`src/rtl/cache_fill_fsm.sv`:
```
// Block-fill controller between a cache and pipelined main memory.
// Streams one block of words in, then writes the tag; stalls the CPU meanwhile.
module cache_fill_fsm #(
  parameter int ADDR_W          = 16,
  parameter int WORDS_PER_BLOCK = 8,
  parameter int OFF_W           = 3
) (
  input  logic              clk,
  input  logic              rst_n,
  input  logic              miss_detected,
  input  logic [ADDR_W-1:0] miss_address,
  input  logic              memory_data_valid,
  output logic              fsm_busy,
  output logic              mem_read_en,
  output logic [ADDR_W-1:0] memory_address,
  output logic              write_data_array,
  output logic [OFF_W-1:0]  word_offset,
  output logic              write_tag_array
);

  typedef enum logic {
    IDLE,
    FILL
  } state_t;

  localparam logic [ADDR_W-1:0] LOW_MASK =
    ADDR_W'((1 << (OFF_W + 1)) - 1);
  localparam logic [OFF_W-1:0] LAST_OFF =
    OFF_W'(WORDS_PER_BLOCK - 1);

  state_t            state;
  logic [OFF_W:0]    iss;
  logic [OFF_W-1:0]  ret;
  logic [ADDR_W-1:0] base;

  logic issuing;
  logic ret_hit;
  logic ret_last;

  // iss MSB set means every word of the block has been requested
  assign issuing  = (state == FILL) && !iss[OFF_W];
  assign ret_hit  = (state == FILL) && memory_data_valid;
  assign ret_last = ret_hit && (ret == LAST_OFF);

  always_ff @(posedge clk or negedge rst_n) begin
    if (!rst_n) begin
      state <= IDLE;
      iss   <= '0;
      ret   <= '0;
      base  <= '0;
    end else begin
      unique case (state)
        IDLE: begin
          iss <= '0;
          ret <= '0;
          if (miss_detected) begin
            base  <= miss_address & ~LOW_MASK;
            state <= FILL;
          end
        end
        FILL: begin
          if (issuing)
            iss <= iss + 1'b1;
          if (ret_hit)
            ret <= ret + 1'b1;
          if (ret_last) begin
            state <= IDLE;
            iss   <= '0;
            ret   <= '0;
          end
        end
      endcase
    end
  end

  // Stall must reach the CPU in the very cycle the miss is seen
  assign fsm_busy = rst_n &&
    ((state == FILL) || miss_detected);

  assign mem_read_en = issuing;

  // Base has its offset bits cleared, so OR-ing never carries into the tag
  assign memory_address = issuing ?
    (base | ADDR_W'({iss[OFF_W-1:0], 1'b0})) :
    '0;

  assign write_data_array = ret_hit;
  assign word_offset      = ret_hit ? ret : '0;
  assign write_tag_array  = ret_last;

endmodule

```
`config.mk`:
```
export PLATFORM = sky130hd
export DESIGN_NAME = cache_fill_fsm
export DESIGN_NICKNAME = d
export VERILOG_FILES = /design/src/rtl/cache_fill_fsm.sv
export SDC_FILE = /design/constraint.sdc
export NUM_CORES = 1
export LEC_CHECK = 0
export CORE_MARGIN = 3
export CORE_UTILIZATION = 42
export DETAILED_ROUTE_END_ITERATION = 10
export GPL_TIMING_DRIVEN = 0
export PLACE_DENSITY = 0.79
export RECOVER_POWER = 25
export SLEW_MARGIN = 10
export SYNTH_ARGS = -nofsm -noshare
export SYNTH_HDL_FRONTEND = slang
export SYNTH_SLANG_ARGS = --single-unit
```
`constraint.sdc`:
```
create_clock -name clk -period 1.6 [get_ports clk]
set_clock_uncertainty 0.1 [all_clocks]
set_input_delay 0.48 -clock clk [delete_from_list [all_inputs] [get_ports clk]]
set_output_delay 0.48 -clock clk [all_outputs]
set_load 0.05 [all_outputs]
```
==> metrics.yaml, run 1 <==
status: "finished with violations"
violations: "setup timing"
leakage_nw: 0.8393
htree_levels: 1
synth_area_leaders: "dfrtp_1 (48%), mux2_4 (14%), and2_1 (9.7%), ha_1 (3.6%), mux2i_1 (2.9%)"
cp-start-kind: "flip-flop"
grt_pass1_vias: 877
fin_area_mm2: 0.001784
fin_nets: 162
chipHeight_um: 55.70
yosysTopAreaCell: "dfrtp_1"
clk-insertion-delay-late_ps: 310
wl_per_cell_um: 15.51
cts_tree: "yes"
fillers: 143
syn_to_final_growth_pct: 72.01
end_kind: "output port"
dp_hpwl_mm: 1.580
drive_gt1_share_pct: 59.42
ir_worst_vdd_uv: 1993
critPathKind: "reg -> out"
ys_top_cells_by_count: "dfrtp_1 (20), and2_1 (16), mux2_4 (10), nor2_1 (7)"
fmaxAchievable_mhz: 506.3
ys_seq_area_share_pct: 48.25
wirelength_mm: 2.575
core_mm2: 0.002276
synth_flop_cell: "dfrtp_1"
power.density_mw_per_mm2: 2419
grt_pass1_wl_mm: 4.215
clk_pin_slew_worst_paths_ps: 120
internal_power_mw: 2.498
tightestPinTransition_ps: 1085
cts_buffers: 3
synth_cell_types: 21
postSynth.asyncResetShare_pct: 100.0
dr.pass1.iters: 2
synth_most_common_cell: "dfrtp_1"
reg2reg_depth: 4
instances_no_fill: 166
dp_cells: 149
crit_required_ps: 1020
via_per_inst: 4.934
hold_path_class: "reg -> reg"
antenna_left: 0
p_seq_share_pct: 21.6
diodes: 0
setup_viol_count_final: 22
drt_iter0_markers: 3
multi_input_area_um2: 583.1
power_mw: 4.316
p_comb_share_pct: 68.6
syn_area_mm2: 0.001037
drv_slew: 0
clk_path_buf_depth: 2
hold_viol_final: 0
synth_edf_count: 0
start_util_pct: 45.57
place_area_mm2: 0.001485
avgSynthCellArea_um2: 12.20
swShare_pct: 42.12
seq_area_um2: 501.7
r2r_slack_ps: 160
holdPathStages: 1
synth-seq-cells: 20
timing.slew.headroom_pct: 27.64
finalCritPeriodShare_pct: 123.4
num_io_pins: 43
die_x_um: 55.70
num_rows: 17
cp.arrival_ps: 1390
clock_sinks: 20
path_max_fanout: 10
power_frac_clock_pct: 9.8
maxCapViolCount: 0
clock-root-buffer: "clkbuf_4"
via_count: 819
synthCells: 85
finalCriticalPeriod_ps: 1975
drc: 0
gp_congestion: 0.7397
syn-num-nets: 108
io_buffers: 36
rsz0062_at_grt: "yes"
power_switching_mw: 1.818
grt_max_degree: 21
synth_warnings: 0
netlist.area_leader.share_pct: 48.25
setup_slack_ps: -374.9
grt_usage_pct: 17.35
antenna_found_initial: 0
fp.dieArea_mm2: 0.003102
grt_overflow_total: 0
## power groups by stage
stage	registers, mW	clock network, mW	logic (mW)
floorplan	0.899	0	1.74
global placement	0.931	0	2.28
detailed placement	0.947	0	2.31
CTS	0.920	0.425	2.78
global route	0.963	0.456	3.11
finish	0.933	0.421	2.96
## per-stage QoR
step / utilization, % / hold slack [ps] / TNS [ps] / setup slack (ps)
3_5_place_dp: 65.26 / 384.2 / -21170 / -1666
2_1_floorplan: - / 84.41 / -110.0 / -70.92
3_3_place_gp: 65.26 / 384.6 / -20690 / -1655
6_report: 78.39 / 414.1 / -7177 / -374.9
5_1_grt: 78.39 / 433.8 / -8340 / -423.5
4_1_cts: 75.98 / 415.1 / -6873 / -391.6
## worst max-delay path, stage by stage, from the launching register on
cell and delay, ps:
dfrtp_2 450, nor2b_4 190, buf_12 150, and2_4 150, buf_8 140
## path summary, 6_finish.rpt
kind                                       to  startpoint
min in group asynchronous            base[14]       rst_n
setup / recovery           memory_address[14]      iss[3]
max in group asynchronous              iss[3]       rst_n
setup reg to reg                     base[10]       state
hold reg to reg                      base[15]    base[15]
hold / removal                       base[15]    base[15]
## cell usage in the layout, fill, tap and decap left out, types with 2 or more instances in the layout
| cell type | netlist | layout |
|---|---|---|
| buf_4 | 2 | 10 |
| clkdlybuf4s50_1 | 0 | 12 |
| mux2_2 | 2 | 2 |
| mux2i_1 | 3 | 3 |
| and3_4 | 0 | 4 |
| mux2_4 | 10 | 10 |
| nor2b_1 | 4 | 3 |
| and2_2 | 0 | 2 |
| clkbuf_1 | 0 | 2 |
| clkbuf_4 | 0 | 3 |
| nand2_1 | 2 | 2 |
| nor2_1 | 7 | 6 |
| nor2b_4 | 2 | 2 |
| dfrtp_1 | 20 | 19 |
| buf_6 | 1 | 8 |
| and2_4 | 0 | 14 |
| buf_8 | 0 | 19 |
## metal layers
metal | global-route usage [%] | part of all wire [%]
met2 | 26.86 | 49
met4 | 10.76 | 4.0
met1 | 22.19 | 42
met3 | 3.248 | 4.4
met5 | 0 | 0
## timing repair
item                                    4_1_cts  5_1_grt
gates resized for setup                     189       11
hold buffers                                  1        0
endpoints found under the setup margin       22       42
hold endpoints to repair                     20        0
pin swaps                                     3        3
buffers inserted                              7        5
## flip-flops by register name, summed over array words and instances, names as in the netlist
register	cells
base	12
iss	4
ret	3
state	1
## area by class of cell
class                   count  area share (%)
clock inverters             1           1.683
flip-flops and latches     20           28.12
plain buffers               5           3.086
well taps                  28           1.964
clock buffers               3           1.262
repair buffers             49           31.21
multi-input cells          60           32.68
## cells by family (layout without fill, tap and decap cells)
kind of cell             count (synthesis)  in the layout  share of synthesized area [%]
AND/OR/NAND/NOR                         37             37                          21.71
flip-flops                              20             20                          48.25
multiplexers                            15             15                          19.54
buffers and inverters                    5             58                          3.498
adder cells (fa/ha/maj)                  3              3                          3.619
AO/OA/AOI/OAI                            2              2                          1.328
XOR/XNOR                                 2              2                          1.689
other                                    1              1                         0.3615
(Power assumes the default switching activity.)
==> run 2: changes to the inputs <==
- CORE_MARGIN: 3 -> 4
==> metrics.yaml, run 2 (synthesis gave the netlist of run 1 again) <==
wl_per_cell_um: 15.88  # +2.4%
reg2reg_depth: 5  # +1
critPathKind: "reg -> out"
via_per_inst: 4.887  # -0.95%
ir_worst_vdd_uv: 1763  # -12%
use_met3_pct: 3.341  # +0.092 points
power_mw: 4.222  # -2.2%
start_util_pct: 45.57  # unchanged
clk_pin_slew_worst_paths_ps: 120  # about the same
dp_cells: 149  # unchanged
grt_use_met1_pct: 21.96  # -0.23 points
power_switching_mw: 1.816  # -0.12%
maxCapViolCount: 0  # unchanged
num_io_pins: 43  # unchanged
top_register: "base"
p_seq_share_pct: 22.0  # +0.4 points
setup_slack_ps: -418.0  # -43.08 ps
p_comb_share_pct: 70.9  # +2.3 points
gp_congestion: 0.7516  # +1.6%
core_mm2: 0.002276  # unchanged
grt_pass1_wl_mm: 4.367  # +3.6%
leakage_nw: 0.8576  # +2.2%
internal_power_mw: 2.406  # -3.7%
hold_viol_final: 0  # unchanged
diodes: 0  # unchanged
antenna_found_initial: 0  # unchanged
clock_sinks: 20  # unchanged
grt_busiest_layer: "met2"
instances_no_fill: 168  # +1.2%
grt_usage_pct: 16.85  # -0.50 points
wirelength_mm: 2.668  # +3.6%
met2_usage_pct: 28.71  # +1.9 points
fp.dieArea_mm2: 0.003329  # +7.3%
reg_top3: "base (12), iss (4), ret (3)"
drv_slew: 0  # unchanged
violations: "setup timing"
fmaxAchievable_mhz: 495.5  # -2.1%
path_max_fanout: 5  # -5
end_kind: "output port"
power_frac_clock_pct: 7.1  # -2.7 points
syn_to_final_growth_pct: 73.22
grt_max_degree: 22  # +4.8%
fin_nets: 164  # +1.2%
grt_overflow_total: 0  # unchanged
setup_viol_count_final: 22  # unchanged
status: "finished with violations"
via_count: 821  # +0.24%
cts_buffers: 3  # unchanged
cts_tree: "yes"
dp_hpwl_mm: 1.583  # +0.16%
drive_gt1_share_pct: 60.00  # +0.58 points
finalCritPeriodShare_pct: 126.1  # +2.7 points
holdPathStages: 1  # unchanged
cp.arrival_ps: 1440  # +50 ps
antenna_left: 0  # unchanged
fillers: 141  # -1.4%
io_buffers: 36  # unchanged
power.density_mw_per_mm2: 2350  # -2.9%
largest_reg_flops: 12  # unchanged
clk-insertion-delay-late_ps: 300  # about the same
finalCriticalPeriod_ps: 2018  # +43.08 ps
cp-start-kind: "flip-flop"
clk_path_buf_depth: 2  # unchanged
final_cell_mix: "dfrtp_1 (19), buf_8 (19), and2_4 (13)"
num_rows: 17  # unchanged
die_x_um: 57.70  # +3.6%
tightestPinTransition_ps: 909.6  # -175.8 ps
tns_ps: -7411  # -234.3 ps
dr.pass1.iters: 2  # unchanged
hold_path_class: "reg -> reg"
crit_required_ps: 1020  # about the same
rsz0062_at_grt: "yes"
htree_levels: 1  # unchanged
clock-root-buffer: "clkbuf_4"
place_area_mm2: 0.001485  # unchanged
swShare_pct: 43.00  # +0.89 points
drt_iter0_markers: 7  # +4
grt_pass1_vias: 883  # +0.68%
chipHeight_um: 57.70  # +3.6%
timing.slew.headroom_pct: 39.16  # +12 points
final_util_pct: 78.94  # +0.55 points
drc: 0  # unchanged
fin_area_mm2: 0.001797  # +0.70%
==> run 2: changes by cell type in the layout (fill, tap and decap cells not counted) <==
cell	delta
dlygate4sd3_1	+1
bufinv_16	-1
and2_4	-1
ha_1	+1
and2_2	+1
clkbuf_1	-2
dlymetal6s2s_1	+1
buf_4	+1
dlygate4sd2_1	-1
clkbuf_8	+1
clkbuf_4	+1
buf_6	+1
ha_2	-1
==> run 2: worst paths after layout <==
check	slack [ps]	endpoint	from
worst min-delay path	420	base[4]	base[4]
worst max register to register	30	base[7]	state
max in group asynchronous	20	iss[3]	rst_n
worst max-delay path	-420	memory_address[9]	state
worst min register to register	420	base[4]	base[4]
min in group asynchronous	770	base[11]	rst_n
==> run 2: area by class of cell <==
cell class | instances | area (um2) | share of cell area [%]
clock buffers | 4 | 36.28 | 2.020
repair buffers | 51 | 589.3 | 32.80
flip-flops and latches | 20 | 501.7 | 27.92
plain buffers | 5 | 55.05 | 3.064
well taps | 28 | 35.03 | 1.950
multi-input cells | 60 | 579.3 | 32.24
==> run 2: worst max-delay path: stages (launching register included) <==
cell and delay [ps]:
dfrtp_1 410, nor2b_4 220, buf_6 130, buf_12 100
and2_4 140, buf_8 140
==> run 2: metal layers <==
metal / vias to the layer above / wire, um
met5: - / 0
li1: 386 / -
met4: 0 / 12
met2: 28 / 1325
met3: 2 / 132
met1: 405 / 1198
==> run 2: power groups by stage <==
stage	Combinational (mW)	Sequential [mW]	Clock [mW]
2_1_floorplan	1.74	0.899	0
5_1_grt	3.15	0.962	0.329
3_3_place_gp	2.28	0.928	0
4_1_cts	3.03	0.921	0.299
3_5_place_dp	2.32	0.946	0
6_report	2.99	0.930	0.298
==> run 2: repair_timing <==
item	CTS	global route
gates resized for setup	195	6
gates cloned	2	0
pin swaps	10	1
hold endpoints to repair	0	20
buffers inserted	10	3
hold buffers	0	1
endpoints found under the setup margin	22	26
==> run 2: per-stage QoR <==
step / hold slack [ps] / setup slack (ps)
floorplan: 84.41 / -70.92
global placement: 380.6 / -1678
detailed placement: 385.8 / -1686
CTS: 23.08 / -371.5
global route: 434.3 / -486.4
finish: 417.8 / -418.0
